$ cat src/rtl/obi_ram_bridge.sv
// obi_ram_bridge: adapts a core-side OBI data interface onto a single-port RAM with a
// one-cycle registered read. Every grant produces exactly one response one cycle later.
// Addresses above the RAM window are granted but answered with an error, no RAM access.
//
// Optional feature: define RANDOM_STALL_EN to insert 0..STALL_MAX pseudo-random grant-stall
// cycles per request (16-bit Fibonacci LFSR). Without it the grant is combinational.
//
// Ports:
//   clk_i, rst_ni        clock, asynchronous active-low reset
//   data_req_i/gnt_o     OBI request / grant
//   data_addr_i/we_i/be_i/wdata_i   OBI request payload
//   data_rvalid_o/rdata_o/err_o     OBI response (fixed latency 1)
//   ram_en_o/addr_o/wdata_o/we_o/be_o   RAM command (word-aligned byte address)
//   ram_rdata_i          RAM read data, valid the cycle after a read command
module obi_ram_bridge #(
    parameter int unsigned ADDR_WIDTH = 22,
    parameter int unsigned STALL_MAX  = 3
) (
    input  logic                  clk_i,
    input  logic                  rst_ni,
    input  logic                  data_req_i,
    output logic                  data_gnt_o,
    input  logic [31:0]           data_addr_i,
    input  logic                  data_we_i,
    input  logic [3:0]            data_be_i,
    input  logic [31:0]           data_wdata_i,
    output logic                  data_rvalid_o,
    output logic [31:0]           data_rdata_o,
    output logic                  data_err_o,
    output logic                  ram_en_o,
    output logic [ADDR_WIDTH-1:0] ram_addr_o,
    output logic [31:0]           ram_wdata_o,
    output logic                  ram_we_o,
    output logic [3:0]            ram_be_o,
    input  logic [31:0]           ram_rdata_i
);

    typedef enum logic [0:0] {StIdle, StStall} state_e;

    localparam logic [1:0] StallMax = (STALL_MAX > 3) ? 2'd3 : 2'(STALL_MAX);

    state_e     state_q, state_d;
    logic [1:0] cnt_q, cnt_d;
    logic [1:0] stall_raw, stall_n;
    logic       gnt, gnt_ok, oor;
    logic       rvalid_q, rvalid_d, err_q, err_d, is_read_q, is_read_d;
    logic       unused_addr_lsb;

    assign unused_addr_lsb = ^data_addr_i[1:0];

`ifdef RANDOM_STALL_EN
    logic [15:0] lfsr_q, lfsr_d;
    logic        lfsr_fb;

    // Right-shifting form of the x^16+x^14+x^13+x^11+1 polynomial.
    assign lfsr_fb   = lfsr_q[0] ^ lfsr_q[2] ^ lfsr_q[3] ^ lfsr_q[5];
    assign lfsr_d    = {lfsr_fb, lfsr_q[15:1]};
    assign stall_raw = lfsr_q[1:0];

    always_ff @(posedge clk_i or negedge rst_ni) begin
        if (!rst_ni) begin
            lfsr_q <= 16'hACE1;
        end else begin
            lfsr_q <= lfsr_d;
        end
    end
`else
    assign stall_raw = 2'd0;
`endif

    assign stall_n = (stall_raw > StallMax) ? StallMax : stall_raw;

    // Upper address bits outside the RAM window flag an error response.
    if (ADDR_WIDTH < 32) begin : g_oor
        assign oor = |data_addr_i[31:ADDR_WIDTH];
    end else begin : g_no_oor
        assign oor = 1'b0;
    end

    always_comb begin
        state_d = state_q;
        cnt_d   = cnt_q;
        gnt     = 1'b0;
        unique case (state_q)
            StIdle: begin
                if (data_req_i) begin
                    if (stall_n == 2'd0) begin
                        gnt = 1'b1;
                    end else begin
                        state_d = StStall;
                        cnt_d   = stall_n;
                    end
                end
            end
            StStall: begin
                if (!data_req_i) begin
                    // Request withdrawn mid-stall: abandon it silently.
                    state_d = StIdle;
                    cnt_d   = 2'd0;
                end else if (cnt_q == 2'd1) begin
                    gnt     = 1'b1;
                    state_d = StIdle;
                    cnt_d   = 2'd0;
                end else begin
                    cnt_d = cnt_q - 2'd1;
                end
            end
            default: begin
                state_d = StIdle;
                cnt_d   = 2'd0;
            end
        endcase
    end

    // Gate with reset so nothing is granted while the bridge is held in reset.
    assign gnt_ok      = gnt & rst_ni;
    assign data_gnt_o  = gnt_ok;
    assign ram_en_o    = gnt_ok & ~oor;
    assign ram_we_o    = ram_en_o & data_we_i;
    assign ram_addr_o  = {data_addr_i[ADDR_WIDTH-1:2], 2'b00};
    assign ram_be_o    = data_be_i;
    assign ram_wdata_o = data_wdata_i;

    assign rvalid_d  = gnt_ok;
    assign err_d     = gnt_ok & oor;
    assign is_read_d = gnt_ok & ~data_we_i;

    always_ff @(posedge clk_i or negedge rst_ni) begin
        if (!rst_ni) begin
            state_q   <= StIdle;
            cnt_q     <= 2'd0;
            rvalid_q  <= 1'b0;
            err_q     <= 1'b0;
            is_read_q <= 1'b0;
        end else begin
            state_q   <= state_d;
            cnt_q     <= cnt_d;
            rvalid_q  <= rvalid_d;
            err_q     <= err_d;
            is_read_q <= is_read_d;
        end
    end

    assign data_rvalid_o = rvalid_q;
    assign data_err_o    = rvalid_q & err_q;
    assign data_rdata_o  = (rvalid_q & is_read_q & ~err_q) ? ram_rdata_i : 32'h0;

endmodule

$ cat config.mk
export PLATFORM = sky130hd
export DESIGN_NAME = obi_ram_bridge
export DESIGN_NICKNAME = d
export VERILOG_FILES = /design/src/rtl/obi_ram_bridge.sv
export SDC_FILE = /design/constraint.sdc
export NUM_CORES = 1
export LEC_CHECK = 0
export ABC_AREA = 1
export CELL_PAD_IN_SITES_DETAIL_PLACEMENT = 0
export CELL_PAD_IN_SITES_GLOBAL_PLACEMENT = 2
export CORE_MARGIN = 2
export CORE_UTILIZATION = 10
export CTS_CLUSTER_DIAMETER = 30
export DETAILED_ROUTE_END_ITERATION = 10
export PLACE_DENSITY_LB_ADDON = 0.1
export SKIP_CTS_REPAIR_TIMING = 1
export SLEW_MARGIN = 20
export SYNTH_ARGS = -nofsm -noshare
export SYNTH_HDL_FRONTEND = slang
export SYNTH_SLANG_ARGS = --single-unit
export TNS_END_PERCENT = 10
$ cat constraint.sdc
create_clock -name clk_i -period 1.3 [get_ports clk_i]
set_input_delay 0.26 -clock clk_i [delete_from_list [all_inputs] [get_ports clk_i]]
set_output_delay 0.26 -clock clk_i [all_outputs]
set_load 0.005 [all_outputs]
==> run metrics, run 1 <==
Post-Syn Area=0.001006 sq mm; critical-path maximum fanout=2; pin count of the biggest net entering global routing=33; GP Congestion=0.6826; multiplexer share of the synthesized area=0%; Tightest Hold Check Type=input pin to async pin; post-synthesis simple-gate area fraction=21.64%; crit path time final=1694 ps; DRT Wirelength=3533 um; Die X=104.3 um; XOR/XNOR Fraction of Synth Area=0%; full die area=0.01088 sq mm; total count of hold-check failures in the final report=0; Critical R2R Launch=cnt_q[1]; number of global-route vias before repair=952; R2R setup slack=100 ps; H-tree depth=1; post-detailed-placement half-perimeter wirelength=2754 um; vias per inst=2.964; DRC errors left=0; CTS Buf Count=3; grt ovf=0; Reg2Reg Depth=8; Req. time, crit path=1040 ps; Sink Count=6; Largest stage delay, worst path=360 ps; area grow syn2layout=69.28%; CP dominant cell by count=inv_2; CP endpoint kind=output pin; pwr/cell area=420.2 mW/mm^2; share of layout cells above drive strength 1=41.18%; final net count=311; top post-synthesis cells by count=buf_4 (58), inv_1 (38), nor2_1 (37), dfrtp_1 (6); Routed Antenna Nets=0; outcome=finished, violations left; FP Rows=36; FF+latch count, synth=6; post-synthesis cell type count=18; Worst-Skew Late Latency=220 ps; antenna cells=0; top-count cell post-synth=buf_4; Multi-input gate area=349.1 sq um; Syn Inst Count=160; RR Endpoint=err_q; grt met2 use=9.150%; fin worst setup slack=-393.6 ps; clock skew=4.353 ps; largest family of logic cells by synthesized area=buffers and inverters; input/output buffers=82; Die Y=104.3 um; maximum clock insertion buffer count=2; # Max-Cap Violations=0; mean routed wirelength per cell=10.48 um; first-pass GRT wire length=4836 um; met3 Use GR=2.506%; GRT met1 Usage=5.982%; fmax=0.5905 GHz; Seq/Total Area, Yosys=14.93%; EDFF count, synth=0; Vias=999; RSZ-0062 raised after global routing=true; critical path arrival=1430 ps; CTS root buf=clkbuf_8; CP Class=flip-flop to output pin; core area=0.009774 sq mm; Pleak=0.9663 nW; VDD IR-drop max=0.0001336 V; fin util=17.42%; crit path cell chain=inv_2, ha_4, inv_2, a21oi_2, buf_4, nand3_4, buf_6, nor2_4, clkbuf_2; Synth Area in Adders=1.244%; Tcrit/Tclk final=130.3%; ys async rst share=100.0%; setup TNS=-6144 ps; CP startpoint kind=flip-flop; global routing's busiest layer=met2; violated checks=negative setup slack; Synthesis Warnings=0; post-synth top area share=43.28%; DRT iter0 DRCs=13; Synth Area in Compound Gates=2.861%; Global Route Usage Sum=5.483%; Syn Area/Cell=6.287 sq um; Max Slew Vio Count=0; CTS tree=done; I/O pins=199; Worst path slowest cell=dfrtp_1; Filler cells=1135; Main synth FF type=dfrtp_1; CTS clk-pin slew, worst paths=40 ps; Starting Density=10.29%; top cells by area, synth=buf_4 (43%), dfrtp_1 (15%), inv_1 (14%), nor2_1 (14%), nand3b_4 (2.0%); Synth area leader=buf_4; drt first pass iters=2; # setup viols final=35; Reg area=150.1 sq um; initial antenna violation count=0
==> critical path, delay by kind of cell (launching register included) <==
family / cells / cell delay [ps]
fa+ha+maj: 1 / 120
simple gates: 2 / 120
compound gates: 1 / 140
flops: 1 / 360
buf+inv: 5 / 470
==> routing by layer <==
metal,up-vias,wire [um],part of all wire (%)
li1,478,-,-
met4,0,39,1.1
met5,-,0,0
met2,83,1688,48
met1,424,1446,41
met3,14,359,10
==> placed cells by master, fill, tap and decap left out, drive strengths merged <==
cell type / synthesis / final
nand2: 3 / 3
and2: 1 / 1
or2: 1 / 1
nor2: 39 / 39
dfrtp: 6 / 6
buf: 61 / 48
a21oi: 4 / 4
nand3: 2 / 2
nand3b: 1 / 1
and3: 1 / 1
conb: 1 / 2
clkdlybuf4s50: 0 / 45
ha: 1 / 1
inv: 38 / 38
o21ai: 1 / 1
dlymetal6s2s: 0 / 2
clkbuf: 0 / 9
==> where the power goes <==
group	internal [mW]	switching, mW
registers	0.192	0.00354
clock network	0.199	0.0778
logic	0.168	0.0748
total	0.559	0.156
==> kinds of logic after synthesis <==
kind of cell	after synthesis
compound gates	5
fa+ha+maj	1
buf+inv	99
flops	6
other cells	1
simple gates	48
==> how the worst max path moves through the flow <==
stage / slack, ps / cells past startpoint / start / to
floorplan: 80 / 6 / cnt_q[1] / ram_we_o
global placement: -660 / 6 / data_addr_i[23] / ram_we_o
detailed placement: -650 / 6 / data_addr_i[23] / ram_we_o
CTS: -700 / 7 / cnt_q[1] / ram_we_o
global route: -490 / 9 / cnt_q[1] / ram_we_o
finish: -390 / 9 / cnt_q[1] / ram_we_o
==> per-stage QoR <==
step	setup WS [ps]	power (mW)	cell area [sq um]	instances	hold slack (ps)
after floorplan	77.65	0.3843	1010	161	-35.59
after global placement	-655.6	0.4262	1627	324	520.0
after detailed placement	-650.9	0.4264	1627	324	520.0
after CTS	-701.0	0.7108	1668	327	349.0
after global routing	-485.7	0.7599	1703	337	366.4
final	-393.6	0.7156	1703	337	347.1
==> registers in the layout (all words and copies together) (netlist names) <==
signal and cells:
cnt_q 2, is_read_q 1, state_q 1, data_rvalid_o 1
err_q 1
==> layout make-up <==
| class | instances | share of cell area [%] |
|---|---|---|
| Timing Repair Buffer | 101 | 50.11 |
| Multi-Input combinational cell | 56 | 20.50 |
| Tap cell | 133 | 9.772 |
| Sequential cell | 6 | 8.817 |
| Inverter | 38 | 8.376 |
| Clock buffer | 3 | 2.425 |
(Power assumes the default switching activity.)
==> run 2: changes to the inputs <==
CORE_MARGIN = 4   (was 2)
CTS_CLUSTER_DIAMETER = 100   (was 30)
==> run metrics, run 2 (same netlist as run 1, synthesis figures left out) <==
full die area=0.01173 sq mm; VDD IR-drop max=0.0002664 V; outcome=finished, violations left; CP Class=flip-flop to output pin; Multi-input gate area=376.6 sq um; RSZ-0062 raised after global routing=true; fin worst setup slack=-348.4 ps; PnR Total Power=0.7097 mW; I/O pins=199; NetSw=0.1505 mW; Worst-Skew Late Latency=210 ps; global routing's busiest layer=met2; RR Endpoint=err_q; DRT iter0 DRCs=19; max FFs per register=2; # Max-Cap Violations=0; Vias=1026; critical-path maximum fanout=8; clock skew=0.8301 ps; Reg area=150.1 sq um; Starting Density=10.29%; combinational share of power=34.9%; pwr/cell area=409.5 mW/mm^2; Most flops, register=cnt_q; Tcrit/Tclk final=126.8%; Sink Count=6; Req. time, crit path=1040 ps; R2R setup slack=100 ps; WHS=362.8 ps; GRT met1 Usage=5.276%; most common cell after layout, fill and taps aside=clkdlybuf4s50_1; CTS clk-pin slew, worst paths=30 ps; CTS Buf Count=3; Global Route Usage Sum=4.996%; H-tree depth=1; input/output buffers=82; vias per inst=3.063; Pleak=0.9605 nW; violated checks=negative setup slack; maximum clock insertion buffer count=2; crit path time final=1648 ps; Clk pwr share=37.5%; number of global-route vias before repair=952; DRT Wirelength=3729 um; commonest non-fill, non-tap cells in the layout=clkdlybuf4s50_1 (45), inv_1 (36), nor2_2 (26); CP startpoint kind=flip-flop; first-pass GRT wire length=4754 um; Die Y=108.3 um; total count of hold-check failures in the final report=0; FP Rows=36; mean routed wirelength per cell=11.13 um; GP Congestion=0.6753; post-detailed-placement half-perimeter wirelength=2801 um; CTS root buf=clkbuf_8; initial antenna violation count=0; share of layout cells above drive strength 1=45.54%; setup TNS=-7550 ps; Die X=108.3 um; # setup viols final=35; Flop pwr share=27.6%; grt ovf=0; area grow syn2layout=72.26%; Max Slew Vio Count=0; drt first pass iters=3; final net count=309; DRC errors left=0; CP endpoint kind=output pin; core area=0.009774 sq mm; Net Sw Frac=21.20%; met3 Use GR=3.761%; antenna cells=0; fmax=0.6066 GHz; Reg2Reg Depth=8; Filler cells=1156; pin count of the biggest net entering global routing=33; Critical R2R Launch=cnt_q[1]; Routed Antenna Nets=0; grt met2 use=7.904%; internal power=0.5592 mW; critical path arrival=1390 ps; CTS tree=done; Tightest Hold Check Type=input pin to async pin
-- run 2: layout make-up --
type,count,share of cell area (%)
repair buffers,99,49.39
clock buffers,3,2.383
inverters,38,8.231
multi-input cells,56,21.73
flip-flops and latches,6,8.664
well taps,133,9.603
-- run 2: power by group through the flow --
| stage | combinational (mW) | sequential [mW] | clock (mW) |
|---|---|---|---|
| floorplan | 0.186 | 0.198 | 0 |
| global placement | 0.229 | 0.198 | 0 |
| detailed placement | 0.229 | 0.198 | 0 |
| CTS | 0.231 | 0.196 | 0.276 |
| global route | 0.271 | 0.196 | 0.300 |
| finish | 0.248 | 0.196 | 0.266 |
-- run 2: critical path, stage by stage, from the launching register on --
cell and delay [ps]:
dfrtp_1 360, nand3b_4 170, buf_6 130, buf_6 110
clkbuf_16 170, nor2_1 90, buf_2 130
-- run 2: per-layer routing --
layer / up-vias / share of wire (%)
li1: 476 / -
met1: 459 / 37
met4: 0 / 0.86
met5: - / 0
met2: 83 / 46
met3: 8 / 16
-- run 2: metrics by stage --
step	instances	setup WS, ps	instance area, sq um	util (%)
floorplan	161	77.65	1010	-
global placement	325	-656.4	1634	16.72
detailed placement	325	-670.7	1634	16.72
CTS	328	-670.1	1675	17.14
global route	335	-422.4	1733	17.73
finish	335	-348.4	1733	17.73
-- run 2: worst max-delay path by stage --
stage / from / end / slack (ps)
global placement: data_addr_i[23] / ram_we_o / -660
floorplan: cnt_q[1] / ram_we_o / 80
global route: cnt_q[1] / ram_we_o / -420
finish: err_q / data_rdata_o[10] / -350
detailed placement: data_addr_i[23] / ram_we_o / -670
CTS: data_addr_i[23] / ram_we_o / -670
==> run 3: changes to the inputs <==
CORE_ASPECT_RATIO = 1.25   (was not set)
==> run metrics, run 3 (same netlist as run 1, synthesis figures left out) <==
GP Congestion=0.6759; Req. time, crit path=1040 ps; full die area=0.01174 sq mm; FP Rows=40; CP startpoint kind=flip-flop; initial antenna violation count=0; Max Slew Vio Count=0; total count of hold-check failures in the final report=0; DRT Wirelength=3591 um; commonest non-fill, non-tap cells in the layout=clkdlybuf4s50_1 (45), inv_1 (36), buf_2 (25); final net count=304; pwr/cell area=552.6 mW/mm^2; Reg2Reg Depth=7; mean routed wirelength per cell=11.12 um; Buf/Inv on CP=4; CP endpoint kind=output pin; input/output buffers=82; final instance area=0.001655 sq mm; Most flops, register=cnt_q; core area=0.009709 sq mm; Worst-Skew Late Latency=220 ps; post-detailed-placement half-perimeter wirelength=2865 um; CTS root buf=clkbuf_16; CP dominant cell by count=inv_2; maximum clock insertion buffer count=2; pin count of the biggest net entering global routing=33; fin worst setup slack=-323.9 ps; RSZ-0062 raised after global routing=true; first-pass GRT wire length=5195 um; VDD IR-drop max=0.0003812 V; Global Route Usage Sum=5.360%; Worst path slowest cell=dfrtp_1; Die X=97.71 um; Starting Density=10.36%; vias per inst=3.006; H-tree depth=1; Tcrit/Tclk final=124.9%; area grow syn2layout=64.55%; Setup Slack @ Placement=-655.2 ps; CTS tree=done; crit path cell chain=inv_2, ha_4, inv_2, a21oi_2, buf_4, nand3_4, nor2_2, clkbuf_2; CP Class=flip-flop to output pin; # setup viols final=35; critical-path maximum fanout=2; most common cell after layout, fill and taps aside=clkdlybuf4s50_1; outcome=finished, violations left; antenna cells=0; share of layout cells above drive strength 1=38.58%; DRC errors left=0; CTS Buf Count=3; placed cell areas=0.001618 sq mm; I/O pins=199; critical path arrival=1360 ps; CP top delay family=flip-flops; crit path time final=1624 ps; max FFs per register=2; # Max-Cap Violations=0; violated checks=negative setup slack; CTS clk-pin slew, worst paths=30 ps; fmax=0.6158 GHz; Critical R2R Launch=cnt_q[1]; drt first pass iters=2; clock skew=0.6930 ps; Pleak=0.9768 nW; Largest stage delay, worst path=360 ps; grt ovf=0; crit path launch=cnt_q[1]; DRT iter0 DRCs=8; Tightest Hold Check Type=input pin to async pin; number of global-route vias before repair=1025; Sink Count=6; Vias=971; Routed Antenna Nets=0; Die Y=120.1 um; Crit path depth=8
[run 3: report_power, final]
| part | switching [mW] | internal [mW] |
|---|---|---|
| Sequential | 0.00354 | 0.192 |
| Clock | 0.0918 | 0.394 |
| Combinational | 0.0710 | 0.162 |
| Total | 0.166 | 0.748 |
[run 3: worst paths after layout]
| kind | end | slack [ps] |
|---|---|---|
| worst min register to register | cnt_q[1] | 550 |
| min in group clk_i | ram_wdata_o[12] | 520 |
| worst min-delay path | state_q | 330 |
| max in group asynchronous | is_read_q | 850 |
| worst max-delay path | ram_we_o | -320 |
| worst max register to register | err_q | 180 |
[run 3: per-stage QoR]
step                setup TNS (ps)  total power, mW  utilization [%]  cells  hold WS [ps]
floorplan                        0           0.3843                -    161        -35.59
global placement            -12520           0.4275            16.66    317         511.0
detailed placement          -12390           0.4265            16.66    317         520.0
CTS                         -19240           0.9202            17.44    320         336.8
global route                 -8187           0.9588            17.05    323         345.9
finish                       -6042           0.9148            17.05    323         334.3
[run 3: per-layer routing]
| layer | up-vias | global-route usage, % | wire length, um |
|---|---|---|---|
| met5 | - | 0 | 0 |
| met4 | 0 | 1.299 | 9 |
| met3 | 6 | 3.605 | 491 |
| met2 | 91 | 10.03 | 1801 |
| met1 | 409 | 4.658 | 1288 |
| li1 | 465 | - | - |
[run 3: area by class of cell]
type / count / area (sq um)
inverter: 38 / 142.6
sequential: 6 / 150.1
fill: 1135 / 8054
tap: 126 / 157.7
multi-input combinational: 56 / 334.1
clock buffer: 3 / 75.07
timing repair buffer: 94 / 795.8
[run 3: worst reg2reg max path, stage by stage (launching register included)]
cell and delay, ps:
dfrtp_1 360, inv_2 70, ha_4 120, inv_2 40
a21oi_2 150, buf_4 140, inv_1 40, a21oi_1 120
